--- src/rtl/req_capture.sv ---
// req_capture: request-capture stage ahead of a WIDTH-input priority encoder.
// Samples WIDTH request lines and detects their rising edges. Each event is
// held in a sticky pending bit until it is acknowledged by index. Repeat
// events on a line that is still pending set a sticky overrun flag.
//
// Configuration macro:
//   REQ_CAPTURE_SYNC_EN - defined  : two-flop synchronizer per line
//                                    (3-edge latency).
//                         undefined: single sample flop
//                                    (2-edge latency).
//
// Ports:
//   clk      in           rising-edge clock
//   rst      in           asynchronous active-high reset
//   req      in  [W-1:0]  level request lines; an event is a 0->1 transition
//   mask_wr  in           load mask_in into the mask register
//   mask_in  in  [W-1:0]  new mask value (1 = line disabled)
//   ack      in           clear the pending bit selected by ack_id
//   ack_id   in  [IDW-1:0] index of the pending bit to clear
//   d        out [W-1:0]  pend & ~mask, to the encoder d input
//   pend     out [W-1:0]  raw pending register
//   mask     out [W-1:0]  current mask register
//   irq      out          |d
//   ovf      out [W-1:0]  sticky per-line overrun flags
module req_capture #(
  parameter  int IDW   = 2,
  localparam int WIDTH = 2 ** IDW
) (
  input  logic             clk,
  input  logic             rst,
  input  logic [WIDTH-1:0] req,
  input  logic             mask_wr,
  input  logic [WIDTH-1:0] mask_in,
  input  logic             ack,
  input  logic [IDW-1:0]   ack_id,
  output logic [WIDTH-1:0] d,
  output logic [WIDTH-1:0] pend,
  output logic [WIDTH-1:0] mask,
  output logic             irq,
  output logic [WIDTH-1:0] ovf
);

  logic [WIDTH-1:0] r_s1;
  logic [WIDTH-1:0] r_hist;
  logic [WIDTH-1:0] r_pend;
  logic [WIDTH-1:0] r_mask;
  logic [WIDTH-1:0] r_ovf;

  logic [WIDTH-1:0] w_s;
  logic [WIDTH-1:0] w_edge;
  logic [WIDTH-1:0] w_ack_vec;
  logic [WIDTH-1:0] w_ovr;
  logic [WIDTH-1:0] w_pend_nxt;
  logic [WIDTH-1:0] w_ovf_nxt;

`ifdef REQ_CAPTURE_SYNC_EN
  logic [WIDTH-1:0] r_s2;

  always_ff @(posedge clk or posedge rst) begin
    if (rst) begin
      r_s1 <= '0;
      r_s2 <= '0;
    end else begin
      r_s1 <= req;
      r_s2 <= r_s1;
    end
  end

  assign w_s = r_s2;
`else
  always_ff @(posedge clk or posedge rst) begin
    if (rst) begin
      r_s1 <= '0;
    end else begin
      r_s1 <= req;
    end
  end

  assign w_s = r_s1;
`endif

  // History resets to 0, so a line already high at reset release
  // still yields one event.
  assign w_edge    = w_s & ~r_hist;
  assign w_ack_vec = ack ? (WIDTH'(1) << ack_id) : '0;

  // Set wins over clear; an edge that coincides with an ack to the
  // same line is a fresh event, not an overrun.
  assign w_ovr      = w_edge & r_pend & ~w_ack_vec;
  assign w_pend_nxt = w_edge | (r_pend & ~w_ack_vec);
  assign w_ovf_nxt  = w_ovr | (r_ovf & ~w_ack_vec);

  always_ff @(posedge clk or posedge rst) begin
    if (rst) begin
      r_hist <= '0;
      r_pend <= '0;
      r_ovf  <= '0;
      r_mask <= '0;
    end else begin
      r_hist <= w_s;
      r_pend <= w_pend_nxt;
      r_ovf  <= w_ovf_nxt;
      if (mask_wr) begin
        r_mask <= mask_in;
      end
    end
  end

  assign pend = r_pend;
  assign mask = r_mask;
  assign ovf  = r_ovf;
  assign d    = r_pend & ~r_mask;
  assign irq  = |d;

endmodule
--- config.mk ---
export PLATFORM = sky130hd
export DESIGN_NAME = req_capture
export DESIGN_NICKNAME = d
export VERILOG_FILES = /design/src/rtl/req_capture.sv
export SDC_FILE = /design/constraint.sdc
export NUM_CORES = 1
export LEC_CHECK = 0
export CAP_MARGIN = 5
export CORE_UTILIZATION = 43
export CTS_BUF_LIST = sky130_fd_sc_hd__clkbuf_2
export CTS_CLUSTER_DIAMETER = 40
export DETAILED_ROUTE_END_ITERATION = 10
export PLACE_DENSITY_LB_ADDON = 0.12
export SLEW_MARGIN = 0
export SYNTH_ARGS = -nofsm -noshare
export SYNTH_HDL_FRONTEND = slang
export SYNTH_SLANG_ARGS = --single-unit
--- constraint.sdc ---
create_clock -name clk -period 1.4 [get_ports clk]
set_input_delay 0.28 -clock clk [delete_from_list [all_inputs] [get_ports clk]]
set_output_delay 0.28 -clock clk [all_outputs]
set_load 0.005 [all_outputs]
==> summary.md <==
| Metric | Value |
|---|---|
| Via density | `about 5` |
| Gpl congestion | `0.723` |
| Worst-case clock buffer depth | `2` |
| Gr ovfl total | `0` |
| Max-Cap Viols | `0` |
| Sequential area share after synthesis | `0.675` |
| Finished Core Util | `0.800` |
| # hold bufs at CTS | `0` |
| Layout cells sized above 1 | `0.330` |
| R2R cell count | `4` |
| Detailed Route Iter0 Violations | `10` |
| Final hold vios | `0` |
| Core Region | `roughly 1600 um2` |
| YS warnings | `0` |
| Worst r2r dst | `mask[1]` |
| Post-DP HPWL | `roughly 1.0 mm` |
| Final setup viols | `3` |
| Vias in the first global route | `~570` |
| Die Ht | `43.5 um` |
| # nets final | `119` |
| First-pass GRT wire length | `roughly 2.4 mm` |
| DR pass1 iterations | `6` |
| Worst R2R Setup Slack | `roughly 0.25 ns` |
| Worst setup EP type | `primary output` |
| Crit path to | `irq` |
| Critical Path Fanout Max | `2` |
| Largest net degree at the start of global routing | `21` |
| Worst Max-Slew Pin Slew | `roughly 0.25 ns` |
| Post-Place Worst Slack | `-0.350 ns` |
| Relative slew slack | `0.830` |
| Area Overhead vs Synth | `68.1%` |
| Commonest non-fill, non-tap cell in the layout | `dfrtp_1` |
| H-tree levels | `1` |
| DRC viols | `6` |
| Wirelength, routed | `between 1.5 and 2 mm` |
| Register bit total from synthesis | `20` |
| Final Cycle Share | `1.29` |
| Worst-Skew Late Latency | `about 0.30 ns` |
| Layout Skew | `0.000441 ns` |
| Yosys cell types | `15` |
| Hold slack | `~0.26 ns` |
| CTS Root Cell | `clkbuf_2` |
| Most frequent cells in the layout | `dfrtp_1 (20), buf_6 (15), clkdlybuf4s50_1 (13), buf_4 (10), inv_1 (7)` |
| Initial core utilization | `0.476` |
| Final-report max-slew violation count | `0` |
| Die ar. | `approximately 1900 um2` |
| Worst setup margin | `-0.404 ns` |
| FF-to-FF Start | `mask[1]` |
| CP Data Required Time | `approximately 1.1 ns` |
| Syn Area/Cell | `14.3 um2` |
| Clk slew on worst S/H paths | `0.17 ns` |
| Violated checks | `DRC, setup timing` |
| Layout Cells excl Fill | `approximately 120` |
| Post-synthesis cell area | `approximately 740 um2` |
| CP Class | `reg -> out` |
| Cell area power density | `between 1000 and 1500 nW/um2` |
| Total power | `approximately 1.3 mW` |
| Clk sinks | `20` |
| Die width | `between 40 and 50 um` |
| Crit path from | `pend[2]` |
| Initial antenna violation count | `0` |
| # rows | `14` |
| Status | `finished with violations` |
| CTS Buf Count | `3` |
| Inserted Diodes | `0` |
| Ports | `31` |
| Syn Nets | `between 60 and 70` |
| VDD IR max | `roughly 830 uV` |
| Final min period | `between 1.5 and 2 ns` |
| Hold/Removal Path Class | `in -> async` |
| Largest area contributor in the netlist | `dfrtp_1` |
| Worst EP arrival | `1.52 ns` |
| Unrepaired setup endpoints after global routing | `yes` |
| CTS tree | `built` |
| Via count | `587` |
| Synthesized instance count | `52` |
| Fmax | `~550 MHz` |
| Total global-route track usage | `0.182` |
| Leak | `0.621 nW` |
| Crit start category | `register` |
| Share of the synthesized area in the top cell type | `0.675` |
| DR WL/cell | `roughly 14 um` |
| Routed Antenna Nets | `0` |
| Inst Count DP | `roughly 110` |
| Area contributors post-synth | `dfrtp_1 (67%), mux2_1 (6.1%), nor2b_4 (3.7%)` |
| I/O Buffers | `30` |
[what timing repair did]
item	4_1_cts	5_1_grt
gates resized for setup	50	14
pin swaps	0	0
buffers inserted	4	3
setup endpoints to repair	17	11
[critical path, cell delays in order, from the launching register on]
cell and delay, ns:
dfrtp_1 0.41, nor2b_4 0.13, or4_4 0.54, buf_6 0.13
[where the power goes]
part	leakage, nW	internal (mW)	switching (mW)
Clock	0.0125	0.0584	0.165
Combinational	0.381	0.256	0.117
Sequential	0.227	0.634	0.0346
[routing by layer]
metal	wire length, um	global-route usage
met2	808	0.296
met3	82	0.0250
met1	678	0.220
met5	0	0
met4	43	0.131
[cells by family (layout without fill, tap and decap cells)]
logic type             Yosys count  count (layout)  synth area share
AO/OA/AOI/OAI                    8               8            0.0809
flip-flops                      20              20             0.675
multiplexers                     4               4            0.0607
buffers and inverters            7              58            0.0354
AND/OR/NAND/NOR                 13              13             0.148
[layout make-up]
type                       count  area (um2)
inverter                       7        26.3
clock buffer                   3        15.0
tap                           16        20.0
fill                         102         312
sequential                    20         500
timing repair buffer          48         459
multi-input combinational     25         226
[registers in the layout (all words and copies together) (netlist names)]
name    count
r_s1        4
ovf         4
pend        4
r_hist      4
mask        4
[Yosys cell counts, drive strengths merged]
master  number
dfrtp       20
o21a         3
nand3        1
nor2b        3
and3b        3
mux2         4
o22ai        1
a21oi        1
or4          1
nand3b       3
inv          7
nor3b        1
a22o         3
and2b        1
[stage by stage]
stage / TNS (ns) / cell area [um2]
after floorplan: 0 / 742
after global placement: -0.371 / 1160
after detailed placement: -0.368 / 1160
after CTS: -0.417 / 1190
after global routing: -0.829 / 1250
final: -0.605 / 1250
[worst min-delay path by stage]
stage	slack, ns	depth (start not counted)	to	startpoint
3_3_place_gp	0.38	0	r_hist[3]	r_s1[3]
5_1_grt	0.29	3	r_s1[2]	rst
3_5_place_dp	0.39	0	r_hist[3]	r_s1[3]
2_1_floorplan	0.24	1	mask[0]	rst
4_1_cts	0.26	3	r_hist[2]	rst
6_report	0.26	3	r_s1[2]	rst
Note: power is estimated with default switching activity, not from simulation.
==> RTL edit 1 (config.mk and constraints unchanged) <==
The parameter `IDW` goes from 2 to 4.
--- a/src/rtl/req_capture.sv
+++ b/src/rtl/req_capture.sv
@@ -23,7 +23,7 @@
 //   irq      out          |d
 //   ovf      out [W-1:0]  sticky per-line overrun flags
 module req_capture #(
-  parameter  int IDW   = 2,
+  parameter  int IDW   = 4,
   localparam int WIDTH = 2 ** IDW
 ) (
   input  logic             clk,
Ports: changed (7 resized); port bits go from 31 to 105. No check against the original RTL was run, so the function may have changed too.
==> RTL edit 1 against the original RTL <==
The flow still finishes with violations (design-rule violations, negative setup slack). Design area increased to 4.1 times the old value. Worst hold slack worse by 0.091 ns. Total power grew to 4.1 times the old value. Routed wire length grew to 5.0 times the old value. Setup slack worse by 0.22 ns. Sequential cell count grew 60. Non-clock buffer count increased by 152. Synthesized area grew to 3.9 times the old value.
==> RTL edit 1: results (changes against the original RTL) <==
metric	value	unit	change
status	complete, but fails checks		
violations	design-rule violations, negative setup slack		
seq_area_share	39.56	%	-0.56 points
critPathSlowestCell	dfrtp_1		
placed_area	4420	um2	+280%
gp_congestion	0.7381		+2.1%
syn2layout_area_growth	73.34	%	
grt_pass1_vias	2535		+350%
cts_buffers	9		+6
hpwl	5.332	mm	+410%
grt_use_total	23.72	%	+5.5 points
synthTopCellsByCount	dfrtp_1, nor2b_1, a21oi_1		
buffers	200		+320%
io_buffers	104		+250%
cts_htree_levels	3		+2
ff_latch_area	2002	um2	+300%
wl_met2	4.180	mm	+420%
inv_count	2		-5
clock_buffers	10		+7
clk_latency	0.51	ns	+0.21 ns
use_met3	7.768	%	+5.3 points
ff2ff_setup_slack	0.23	ns	-0.02 ns
first_iter_violations	110		+100
irDropWorstVdd	0.0007734	V	-7.2%
grt_max_degree	26		+24%
yosysSeqAreaShare	68.58	%	+1.1 points
holdWs	0.1679	ns	-0.09105 ns
fillers	424		+320%
pre_cts_ws	-0.4442	ns	-0.09462 ns
wl_met1	3.337	mm	+390%
multi_input_area	934.6	um2	+310%
yosysUniqueCellTypes	20		+5
firstDrtPassIters	7		+1
combinationalPower	1.25	mW	+230%
via_count	2434		+310%
synth_compound_area_share	9.859	%	+1.8 points
p_seq	2.59	mW	+290%
leakage	2.341	nW	+280%
syn_nets	254		+280%
clock_sinks	80		+300%
multi_input_cells	123		+390%
p_int	3.884	mW	+310%
clk-power	1.36	mW	+510%
timing.final.ws_setup	-0.6204	ns	-0.2166 ns
tightest_slew	0.3089	ns	+0.05413 ns
nNetsFinal	456		+280%
hold_path_class	primary input to flip-flop		
regToRegEndpoint	mask[9]		
fin_skew	0.009654	ns	+0.009214 ns
dp_cells	439		+300%
ys_top_cells_by_area	dfrtp_1, nor2b_1, mux2_2		
fin_tns_setup	-6.910	ns	-6.305 ns
buffer_area_share	37.19	%	+0.38 points
setup_viol	48		+45
rr_startpoint	mask[9]		
drc	8		+2
grt_pass1_wl	12.58	mm	+420%
synthesis.instances	214		+310%
## RTL edit 1: changes by cell type in the layout (fill, tap and decap cells not counted), sizes merged, moves of 15 or more
cell,change
buf,+130
clkdlybuf4s50,+26
a21oi,+26
a21o,+15
dfrtp,+60
nor2b,+28
## RTL edit 1: timing repair
action	CTS	global route
hold buffers	1	0
buffers inserted	34	31
hold endpoints to repair	5	0
pin swaps	2	1
gates resized for setup	334	32
endpoints found under the setup margin	65	65
## RTL edit 1: how the worst max path moves through the flow
| stage | startpoint | endpoint | slack (ns) | depth (start not counted) |
|---|---|---|---|---|
| 2_1_floorplan | pend[2] | irq | 0.19 | 3 |
| 6_report | pend[2] | irq | -0.62 | 5 |
| 3_3_place_gp | pend[2] | irq | -0.36 | 5 |
| 4_1_cts | pend[2] | irq | -0.67 | 5 |
| 3_5_place_dp | pend[2] | irq | -0.44 | 5 |
| 5_1_grt | pend[10] | irq | -0.78 | 4 |
==> RTL edit 2 (same flow settings) <==
Made on the original files. Register the output `irq`, without a reset; this adds one clock of latency there. The other outputs are not delayed to match.
--- a/src/rtl/req_capture.sv
+++ b/src/rtl/req_capture.sv
@@ -110,6 +110,8 @@
   assign mask = r_mask;
   assign ovf  = r_ovf;
   assign d    = r_pend & ~r_mask;
-  assign irq  = |d;
+  always_ff @(posedge clk) begin
+    irq <= |d;
+  end
 
 endmodule
Behaviour: not the same (Yosys sat finds a counterexample within 4 cycles, from zero or initial values and one cycle with rst high).
==> RTL edit 2 against the original RTL <==
Setup slack better by 0.45 ns. Critical path type unchanged. Total power is 3.8% lower. The flow finishes with violations (design-rule violations). Synthesized area is 2.7% higher. Design area is 8.5% lower. Sequential cell count is 1 higher. Global-route usage is 0.063 points lower. Critical endpoint is now d[2]. Routed wire length is 7.7% lower. Largest power group unchanged.
==> RTL edit 2: results (changes against the original RTL) <==
metric	value	unit	change
status	complete, but fails checks		
violations	design-rule violations		
leakage	0.5699	nW	-8.2%
via_count	556		-5.3%
ff2ff_setup_slack	0.07	ns	-0.18 ns
hpwl	1.088	mm	+4.3%
syn_nets	67		+1.5%
setup_viol	0		-3
wl_met3	85	um	+3.7%
wl_met2	778	um	-3.7%
cpPeakStageDelay	0.42	ns	-0.12 ns
crit_path_max_fanout	3		+1
maxUsedRoutingLayer	met3		
ys_top_cells_by_area	dfrtp_1, mux2_1, nor2b_4		
startpoint	pend[2]		
gp_congestion	0.7298		+0.97%
fmax	736.3	MHz	+33%
irDropWorstVdd	0.0007263	V	-13%
synth_compound_area_share	7.882	%	-0.21 points
grt_use_total	18.12	%	-0.063 points
yosysUniqueCellTypes	16		+1
grt_pass1_wl	2.449	mm	+2.0%
rr_startpoint	pend[1]		
post_route_cells_drive_above_1_share	25.51	%	-7.5 points
wl_met1	625	um	-7.8%
grt_pass1_vias	551		-2.7%
drt-total-wl	1.488	mm	-7.7%
regToRegEndpoint	irq		
synthMuxAreaShare	5.911	%	-0.16 points
pre_cts_ws	0.01764	ns	+0.3672 ns
firstDrtPassIters	7		+1
critPathSlowestCell	dfrtp_1		
crit_arrival	1.08	ns	-0.44 ns
maxSlewHeadroom	82.12	%	-0.86 points
ys_warn_count	0		unchanged
endpoint	d[2]		
fin_skew	0.002631	ns	+0.002190 ns
clock_path_buffers	2		unchanged
r2r_cells	3		-1
first_iter_violations	6		-4
cpLargestDelayFamily	flip-flops		
nNetsFinal	113		-5.0%
drc	3		-3
-- RTL edit 2: changes by cell type after synthesis, sizes merged --
| cell | unedited run | this run |
|---|---|---|
| dfxtp | 0 | 1 |
-- RTL edit 2: power by group --
part	internal [mW]	total [mW]	switching, mW
combinational	0.178	0.277	0.0986
sequential	0.666	0.699	0.0334
clock	0.0757	0.241	0.165
-- RTL edit 2: timing repair --
| item | 4_1_cts | 5_1_grt |
|---|---|---|
| gates resized for setup | 27 | 11 |
| pin swaps | 0 | 0 |
| setup endpoints to repair | 17 | 7 |
| hold endpoints to repair | 0 | 0 |
| setup buffers | 7 | 2 |
-- RTL edit 2: how the worst min path moves through the flow --
stage	from	to	slack, ns	depth (start not counted)
after detailed placement	r_s1[2]	r_hist[2]	0.39	0
after global placement	r_s1[3]	r_hist[3]	0.38	0
after global routing	rst	ovf[2]	0.25	3
after CTS	rst	ovf[2]	0.27	3
after floorplan	rst	mask[0]	0.24	1
final	rst	pend[1]	0.27	3
-- RTL edit 2: final cells by class --
type,instances,area [um2]
multi-input cells,25,215.2
flip-flops and latches,21,520.5
repair buffers,41,339.1
inverters,7,26.28
fillers,113,435.4
well taps,16,20.02
clock buffers,4,20.02
-- RTL edit 2: routing by layer --
| metal | GRT usage, % | vias to the layer above |
|---|---|---|
| met1 | 23.69 | 263 |
| li1 | - | 271 |
| met4 | 5.455 | 0 |
| met5 | 0 | - |
| met3 | 5.306 | 0 |
| met2 | 29.41 | 22 |
-- RTL edit 2: worst reg2reg max path, delay by kind of cell (launching register included) --
kind,cells,cell delay [ns]
and+or+nand+nor,2,0.65
DFF,1,0.44
buffers and inverters,1,0.13
-- RTL edit 2: per-stage QoR --
step,area [um2],util (%),instances
global placement,1105,70.08,102
global route,1141,72.38,114
CTS,1154,73.17,113
detailed placement,1105,70.08,102
finish,1141,72.38,114
floorplan,762.0,-,53
-- RTL edit 2: cell families after synthesis --
family	count (synthesis)
DFF	21
buffers and inverters	7
and+or+nand+nor	13
muxes	4
AOI/OAI and AO/OA	8
